**src/rtl/ex_stage.sv**
```systemverilog
// Execute stage: single-cycle logic/shift/arithmetic results plus an iterative
// 32-step restoring divider (DIV/DIVU) that stalls the pipeline while it runs.
module ex_stage #(
   parameter logic [31:0] DIV_ZERO_Q = 32'hFFFFFFFF
) (
   input  logic        clk,
   input  logic        rst,
   input  logic [7:0]  ex_aluop,
   input  logic [2:0]  ex_alusel,
   input  logic [31:0] ex_reg1,
   input  logic [31:0] ex_reg2,
   input  logic [31:0] ex_wd,
   input  logic        ex_wreg,
   input  logic [31:0] ex_inst,
   output logic [31:0] wd_o,
   output logic        wreg_o,
   output logic [31:0] wdata_o,
   output logic [31:0] inst_o,
   output logic        whilo_o,
   output logic [31:0] hi_o,
   output logic [31:0] lo_o,
   output logic        stallreq_o
);

   localparam logic [7:0] OP_AND  = 8'h24, OP_OR   = 8'h25, OP_XOR = 8'h26, OP_NOR  = 8'h27;
   localparam logic [7:0] OP_SLL  = 8'h7C, OP_SRL  = 8'h02, OP_SRA = 8'h03;
   localparam logic [7:0] OP_ADD  = 8'h20, OP_SUB  = 8'h22, OP_SLT = 8'h2A, OP_SLTU = 8'h2B;
   localparam logic [7:0] OP_DIV  = 8'h1A, OP_DIVU = 8'h1B;

   typedef enum logic [1:0] {S_IDLE, S_BUSY, S_DONE} state_t;

   state_t      state_q, state_d;
   logic [4:0]  cnt_q, cnt_d;
   logic [31:0] rem_q, rem_d;
   logic [31:0] quo_q, quo_d;
   logic [31:0] dvs_q, dvs_d;
   logic        negq_q, negq_d;
   logic        negr_q, negr_d;
   logic [31:0] hi_q, hi_d;
   logic [31:0] lo_q, lo_d;

   logic        is_div, a_neg, b_neg, stall_raw;
   logic [31:0] a_abs, b_abs, rem_step, quo_step;
   logic [32:0] part, diff;

   assign wd_o   = ex_wd;
   assign inst_o = ex_inst;
   assign hi_o   = hi_q;
   assign lo_o   = lo_q;
   assign is_div = (ex_aluop == OP_DIV) || (ex_aluop == OP_DIVU);
   assign wreg_o = ex_wreg & ~is_div;

   always_comb begin
      wdata_o = '0;
      case (ex_alusel)
         3'd1: case (ex_aluop)
            OP_AND:  wdata_o = ex_reg1 & ex_reg2;
            OP_OR:   wdata_o = ex_reg1 | ex_reg2;
            OP_XOR:  wdata_o = ex_reg1 ^ ex_reg2;
            OP_NOR:  wdata_o = ~(ex_reg1 | ex_reg2);
            default: wdata_o = '0;
         endcase
         3'd2: case (ex_aluop)
            OP_SLL:  wdata_o = ex_reg2 << ex_reg1[4:0];
            OP_SRL:  wdata_o = ex_reg2 >> ex_reg1[4:0];
            OP_SRA:  wdata_o = $signed(ex_reg2) >>> ex_reg1[4:0];
            default: wdata_o = '0;
         endcase
         3'd3: case (ex_aluop)
            OP_ADD:  wdata_o = ex_reg1 + ex_reg2;
            OP_SUB:  wdata_o = ex_reg1 - ex_reg2;
            OP_SLT:  wdata_o = {31'd0, $signed(ex_reg1) < $signed(ex_reg2)};
            OP_SLTU: wdata_o = {31'd0, ex_reg1 < ex_reg2};
            default: wdata_o = '0;
         endcase
         default: wdata_o = '0;
      endcase
   end

   // Signed divide runs on magnitudes; sign flags are applied when the result is stored.
   assign a_neg = (ex_aluop == OP_DIV) & ex_reg1[31];
   assign b_neg = (ex_aluop == OP_DIV) & ex_reg2[31];
   assign a_abs = a_neg ? -ex_reg1 : ex_reg1;
   assign b_abs = b_neg ? -ex_reg2 : ex_reg2;

   // One restoring step: the dividend's MSB shifts into the partial remainder.
   assign part     = {rem_q, quo_q[31]};
   assign diff     = part - {1'b0, dvs_q};
   assign rem_step = diff[32] ? part[31:0] : diff[31:0];
   assign quo_step = {quo_q[30:0], ~diff[32]};

   always_comb begin
      state_d   = state_q;
      cnt_d     = cnt_q;
      rem_d     = rem_q;
      quo_d     = quo_q;
      dvs_d     = dvs_q;
      negq_d    = negq_q;
      negr_d    = negr_q;
      hi_d      = hi_q;
      lo_d      = lo_q;
      stall_raw = 1'b0;
      whilo_o   = 1'b0;
      case (state_q)
         S_IDLE: begin
            if (is_div) begin
               stall_raw = 1'b1;
               if (ex_reg2 == '0) begin
                  lo_d    = DIV_ZERO_Q;
                  hi_d    = ex_reg1;
                  state_d = S_DONE;
               end else begin
                  rem_d   = '0;
                  quo_d   = a_abs;
                  dvs_d   = b_abs;
                  negq_d  = a_neg ^ b_neg;
                  negr_d  = a_neg;
                  cnt_d   = '0;
                  state_d = S_BUSY;
               end
            end
         end
         S_BUSY: begin
            if (!is_div) begin
               state_d = S_IDLE;
            end else begin
               stall_raw = 1'b1;
               rem_d     = rem_step;
               quo_d     = quo_step;
               cnt_d     = cnt_q + 5'd1;
               if (cnt_q == 5'd31) begin
                  lo_d    = negq_q ? -quo_step : quo_step;
                  hi_d    = negr_q ? -rem_step : rem_step;
                  state_d = S_DONE;
               end
            end
         end
         S_DONE: begin
            whilo_o = 1'b1;
            state_d = S_IDLE;
         end
         default: state_d = S_IDLE;
      endcase
   end

   // Gated by reset so the stall request falls as soon as reset is asserted.
   assign stallreq_o = stall_raw & rst;

   always_ff @(posedge clk or negedge rst) begin
      if (!rst) begin
         state_q <= S_IDLE;
         cnt_q   <= '0;
         rem_q   <= '0;
         quo_q   <= '0;
         dvs_q   <= '0;
         negq_q  <= 1'b0;
         negr_q  <= 1'b0;
         hi_q    <= '0;
         lo_q    <= '0;
      end else begin
         state_q <= state_d;
         cnt_q   <= cnt_d;
         rem_q   <= rem_d;
         quo_q   <= quo_d;
         dvs_q   <= dvs_d;
         negq_q  <= negq_d;
         negr_q  <= negr_d;
         hi_q    <= hi_d;
         lo_q    <= lo_d;
      end
   end

endmodule

```
**config.mk**
```make
export PLATFORM = sky130hd
export DESIGN_NAME = ex_stage
export DESIGN_NICKNAME = d
export VERILOG_FILES = /design/src/rtl/ex_stage.sv
export SDC_FILE = /design/constraint.sdc
export NUM_CORES = 1
export LEC_CHECK = 0
export BUFFER_PORTS_ARGS = -buffer_cell sky130_fd_sc_hd__buf_2
export CAP_MARGIN = 25
export CORE_MARGIN = 2
export CORE_UTILIZATION = 45
export DETAILED_ROUTE_END_ITERATION = 8
export PLACE_DENSITY = 0.73
export REMOVE_ABC_BUFFERS = 1
export SYNTH_ARGS = -nofsm -noshare
export SYNTH_HDL_FRONTEND = slang
export SYNTH_SLANG_ARGS = --single-unit
```
**constraint.sdc**
```tcl
create_clock -name clk -period 6.5 [get_ports clk]
set_input_delay 1.3 -clock clk [delete_from_list [all_inputs] [get_ports clk]]
set_output_delay 1.3 -clock clk [all_outputs]
set_load 0.01 [all_outputs]
```
# Yosys cells after proc, flatten, opt, wreduce, memory -nomap -nowiden
# Index checks and enable logic that the tools add are counted.
dict set report classes {
  reduce_logical 9
  n_addsub 8
  bitwise_logic 12
  eq_ne 25
  magnitude_cmp 2
  shifts 3
  muxes 39
}
# cell count
set op_table {}
lappend op_table {{2-to-1 mux 32 bit} 19}
lappend op_table {{one-hot mux 32 bit (2 select lines)} 4}
lappend op_table {{one-hot mux 32 bit (4 select lines)} 2}
lappend op_table {{one-hot mux 32 bit (3 select lines)} 2}
lappend op_table {{negator 32 bit} 4}
lappend op_table {{equality test 8 x 6 -> 1 bit, second input constant} 8}
lappend op_table {{< comparator 32 bit} 2}
lappend op_table {{subtractor 33 x 32 -> 33 bit} 1}
lappend op_table {{adder 32 bit} 1}
lappend op_table {{bitwise AND 32 bit} 1}
lappend op_table {{logical NOT 32 bit} 1}
lappend op_table {{NOT 32 bit} 1}
lappend op_table {{OR 32 bit} 1}
lappend op_table {{<< shifter 32 x 5 -> 32 bit} 1}
lappend op_table {{>> shifter 32 x 5 -> 32 bit} 1}
lappend op_table {{>>> shifter 32 x 5 -> 32 bit} 1}
lappend op_table {{subtractor 32 bit} 1}
lappend op_table {{XOR 32 bit} 1}
lappend op_table {{equality test 8 x 2 -> 1 bit, second input constant} 2}
lappend op_table {{equality test 8 x 5 -> 1 bit, second input constant} 2}
lappend op_table {{2-to-1 mux 5 bit} 3}
lappend op_table {{!= test 2 bit, second input constant} 5}
lappend op_table {{one-hot mux 5 bit (2 select lines)} 1}
lappend op_table {{equality test 8 x 7 -> 1 bit, second input constant} 1}
lappend op_table {{21 further kinds} 32}
dict set report totals {
  regBits 169
  output_inout_bits 163
}

# Longest topological paths before layout
dict set report logic_depth {
  depth_word 7
  depth_mapped 27
}

# Worst setup path before layout
# Ideal clock, no wire load.
dict set report synth_timing {
  path_kind {input-to-output}
  from {input ex_reg1[0]}
  to {output wdata_o[30]}
  path_slack_ns -0.285
  t_required_ns 5.200
  arrival_time_ns 5.485
  stages 19
  path_cell_list {buf_1 > buf_2 > buf_2 > clkbuf_1 > inv_1 > ha_1 > inv_1 > fa_1 > nand2b_1 > a21oi_1 > o21ai_0 > a32oi_1 > a21oi_1 > a31oi_1 > o21ai_0 > o21ai_0 > o31ai_1 > a2111oi_0 > nor2_1}
}
dict set report synth_via {
  elab_chain_cells 3
  elab_cells_between_ends 8
}
# element line
set synth_lines {}
lappend synth_lines {{from (decl)} 10} ;# input logic [31:0] ex_reg1,
lappend synth_lines {{subtractor 32 bit (tied with other cells)} 71} ;# OP_SUB: wdata_o = ex_reg1 - ex_reg2;
lappend synth_lines {{one-hot mux 32 bit (4 select lines) / one-hot mux 32 bit (3 select lines) (equally long branches)} {69, 63}}
lappend synth_lines {{one-hot mux 32 bit (3 select lines) (*)} 55} ;# case (ex_alusel)
lappend synth_lines {{to (decl)} 17} ;# output logic [31:0] wdata_o,
# Every way passes the cells marked *; elsewhere a longest branch is shown, timed or not.

# Final worst setup path
# Ends and elaborated chain as after synthesis.

==> flow_summary.ini <==
[status]
status = complete, no violations

[min_path]
whs_path_depth = 2
hold_path_end = hi_o[0]
hp-start = hi_o[0]
hold_path.class = reg -> reg

[timing]
setup_ws_ps = 169
finalHoldViolCount = 0
holdWs_ps = 484
finClkSkew_ps = 22.7
period_share_pct = 97.4
period_needed_ps = 6330
drv_slew = 0
clock.fmax_mhz = 158
worst_pin_slew_ps = 1080
slew_headroom_pct = 27.5
grt_setup_unrepaired = false
setup_viol = 0

[die]
core_area_um2 = 47400
die_w_um = 222
pin_count = 305
initial_utilization_pct = 45.2
die_y_um = 222
rows = 80
dieArea_um2 = 49500

[logic_synthesis]
synth_top_area_cell = dfrtp_1
synth_cell_types = 81
synth_top_area_share_pct = 19.7
avgSynthCellArea_um2 = 7.41
ys_seq_area_share_pct = 19.7
ys.flop_type = dfrtp_1
ys_async_sr_fraction_pct = 100
synth_cells = 2899
netlist_area_um2 = 21500
synth_area_leaders = dfrtp_1 20%, ha_1 7.8%, a21oi_1 6.8%, o21ai_0 6.3%, nor2_1 5.8%
synth_edf_count = 0
ys_ff_latch = 169
ys_warn_count = 0

[global_route]
grt_pass1_wl_mm = 133
grtUsageTotal_pct = 35.2
grt_max_degree = 75
grt_pass1_vias = 21200
overflow = 0
antenna_found_initial = 2

[finish]
drive_gt1_share_pct = 13.0
finish.instance_area_um2 = 23200
final_nets = 3184
final_util_pct = 48.9
fillCellCount = 4818
area_delta_synth_final_pct = 8.16

[routing]
wirelength_mm = 89.5
drtIter0Drc = 2884
ant_nets = 0
first_pass_iters = 8
avgViaCountPerCell = 6.49
drc = 0
wl_per_cell_um = 25.3
vias = 22900

[power]
clkPwrFrac_pct = 30.9
p_seq_share_pct = 32.9
switchingPower_uw = 1420
peakVddDrop_v = 0.000167
power.total_uw = 3520
leakage_uw = 0.0102
p_int_uw = 2100
pwr_density_cell_nw_per_um2 = 152
power_frac_comb_pct = 36.2
sw_frac_of_total_pct = 40.4

[worst_setup_path]
r2r_cells = 23
cp.required_ps = 5200
reg2reg_from = quo_q[31]
critPathKind = in -> out
crit_slowest_cell = o21ai_0
cp_cell_sequence = buf_4 -> inv_1 -> ha_1 -> inv_1 -> fa_1 -> nand2b_1 -> a21oi_1 -> o21ai_0 -> a32oi_1 -> a21oi_1 -> a31oi_1 -> o21ai_0 -> o21ai_0 -> o31ai_2 -> a2111oi_0 -> nor2_1 -> buf_2
critical_path.reg2reg.endpoint = hi_o[28]
worst-r2r-setup-slack_ps = 480
crit_arrival_ps = 5030
crit_path_frequent_cell = o21ai_0
path_max_fanout = 6
start_kind = primary input
cp-end-kind = output pin
slowest_delay_ps = 480

[placed_design]
placed_cell_area_um2 = 22500
place_ws_ps = 272
gp_congestion = 1.03
port_buffers = 176
hpwl_mm = 68.5

[clock_network]
clk_pin_slew_ps = 70
htree_levels = 4
clock_sinks = 169
root_buffer = clkbuf_16
numCtsBuffers = 17
insertion_delay_ps = 460
holdBufCountCts = 0
clk_path_buf_depth = 2
cts_tree = built

[run]
cap_violations = 0
cell usage in the layout (no fill, tap or decap), types with 68 or more instances in the layout:
cell	n
a21oi_1	290
inv_1	137
buf_4	68
ha_1	134
xnor2_1	124
mux2i_1	97
o21ai_0	270
nor2_1	330
nand2_1	277
dfrtp_1	169
buf_2	172
critical path, delay by kind of cell:
| kind | cells | cell delay [ps] |
|---|---|---|
| and+or+nand+nor | 2 | 250 |
| AOI/OAI and AO/OA | 9 | 2350 |
| buffers and inverters | 4 | 460 |
| adders and majority gates | 2 | 650 |
power by group through the flow:
stage | combinational [uW] | sequential [uW] | clock, uW
after global placement | 1220 | 1180 | 0
after global routing | 1370 | 1170 | 1140
after CTS | 1230 | 1160 | 1100
after detailed placement | 1230 | 1180 | 0
final | 1270 | 1160 | 1090
after floorplan | 775 | 1160 | 0
repair_timing:
| item | in CTS | in global routing |
|---|---|---|
| endpoints found under the hold margin | 0 | 0 |
| setup endpoints to repair | 0 | 4 |
| buffers inserted | 0 | 0 |
| gates resized for setup | 0 | 2 |
sequential cells by signal, indices dropped and copies added, names as in the netlist:
name	count
negr_q	1
quo_q	32
state_q	2
lo_o	32
dvs_q	32
cnt_q	5
rem_q	32
negq_q	1
hi_o	32
logic make-up after synthesis:
logic type                 count (synthesis)  synth area share (%)
AOI/OAI and AO/OA                        926                  26.3
xor gates and xnor gates                 177                  7.22
adders and majority gates                137                  8.09
buffers and inverters                    403                  8.25
DFF                                      169                  19.7
muxes                                    163                  10.9
and+or+nand+nor                          924                  19.5
per-stage QoR:
stage	cells	TNS, ps
CTS	3530	0
global route	3534	0
finish	3534	0
detailed placement	3498	0
floorplan	2639	-17360
global placement	3498	0
cell usage after synthesis, types with 12 or more instances:
cell,number
a211oi_1,20
a21o_1,28
a21oi_1,290
a31oi_1,58
and2_1,14
and3_1,16
buf_1,30
buf_2,15
buf_4,64
clkbuf_1,151
dfrtp_1,169
ha_1,134
inv_1,137
mux2i_1,97
mux4_2,55
nand2_1,277
nand2b_1,19
nand3_1,52
nand4_1,24
nor2_1,331
nor2b_1,13
nor3_1,65
nor4_1,24
o211ai_1,27
o21ai_0,270
o21bai_1,22
o221ai_1,12
o22ai_1,15
o31ai_1,52
or3_1,43
or4_1,13
xnor2_1,124
xor2_1,53
layout make-up:
cell class                 instances  area (um2)  share of cell area, %
antenna                            1        2.50                 0.0108
clock buffer                      17         425                   1.83
clock inverter                    15         224                  0.965
inverter                         143         537                   2.31
multi-input combinational       2327       15500                   66.9
sequential                       169        4230                   18.2
tap                              615         769                   3.31
timing repair buffer             247        1500                   6.45
layer usage:
metal	part of all wire [%]	track usage (%)	up-vias	wire (um)
met4	5.5	17.9	12	4940
met5	0.40	4.59	-	355
met3	12	9.80	247	10600
met2	43	52.8	1371	38200
li1	-	-	10400	-
met1	40	45.9	10900	35400
worst max path at each step:
stage	start	to	slack [ps]	cells past startpoint
floorplan	quo_q[31]	hi_o[28]	-1750	22
global placement	ex_reg1[0]	wdata_o[30]	290	17
detailed placement	ex_reg1[0]	wdata_o[30]	270	17
CTS	ex_reg1[0]	wdata_o[30]	230	17
global route	ex_reg1[0]	wdata_o[26]	1	18
finish	ex_reg1[0]	wdata_o[30]	170	17
No activity file was read; power rests on OpenSTA's default activity.
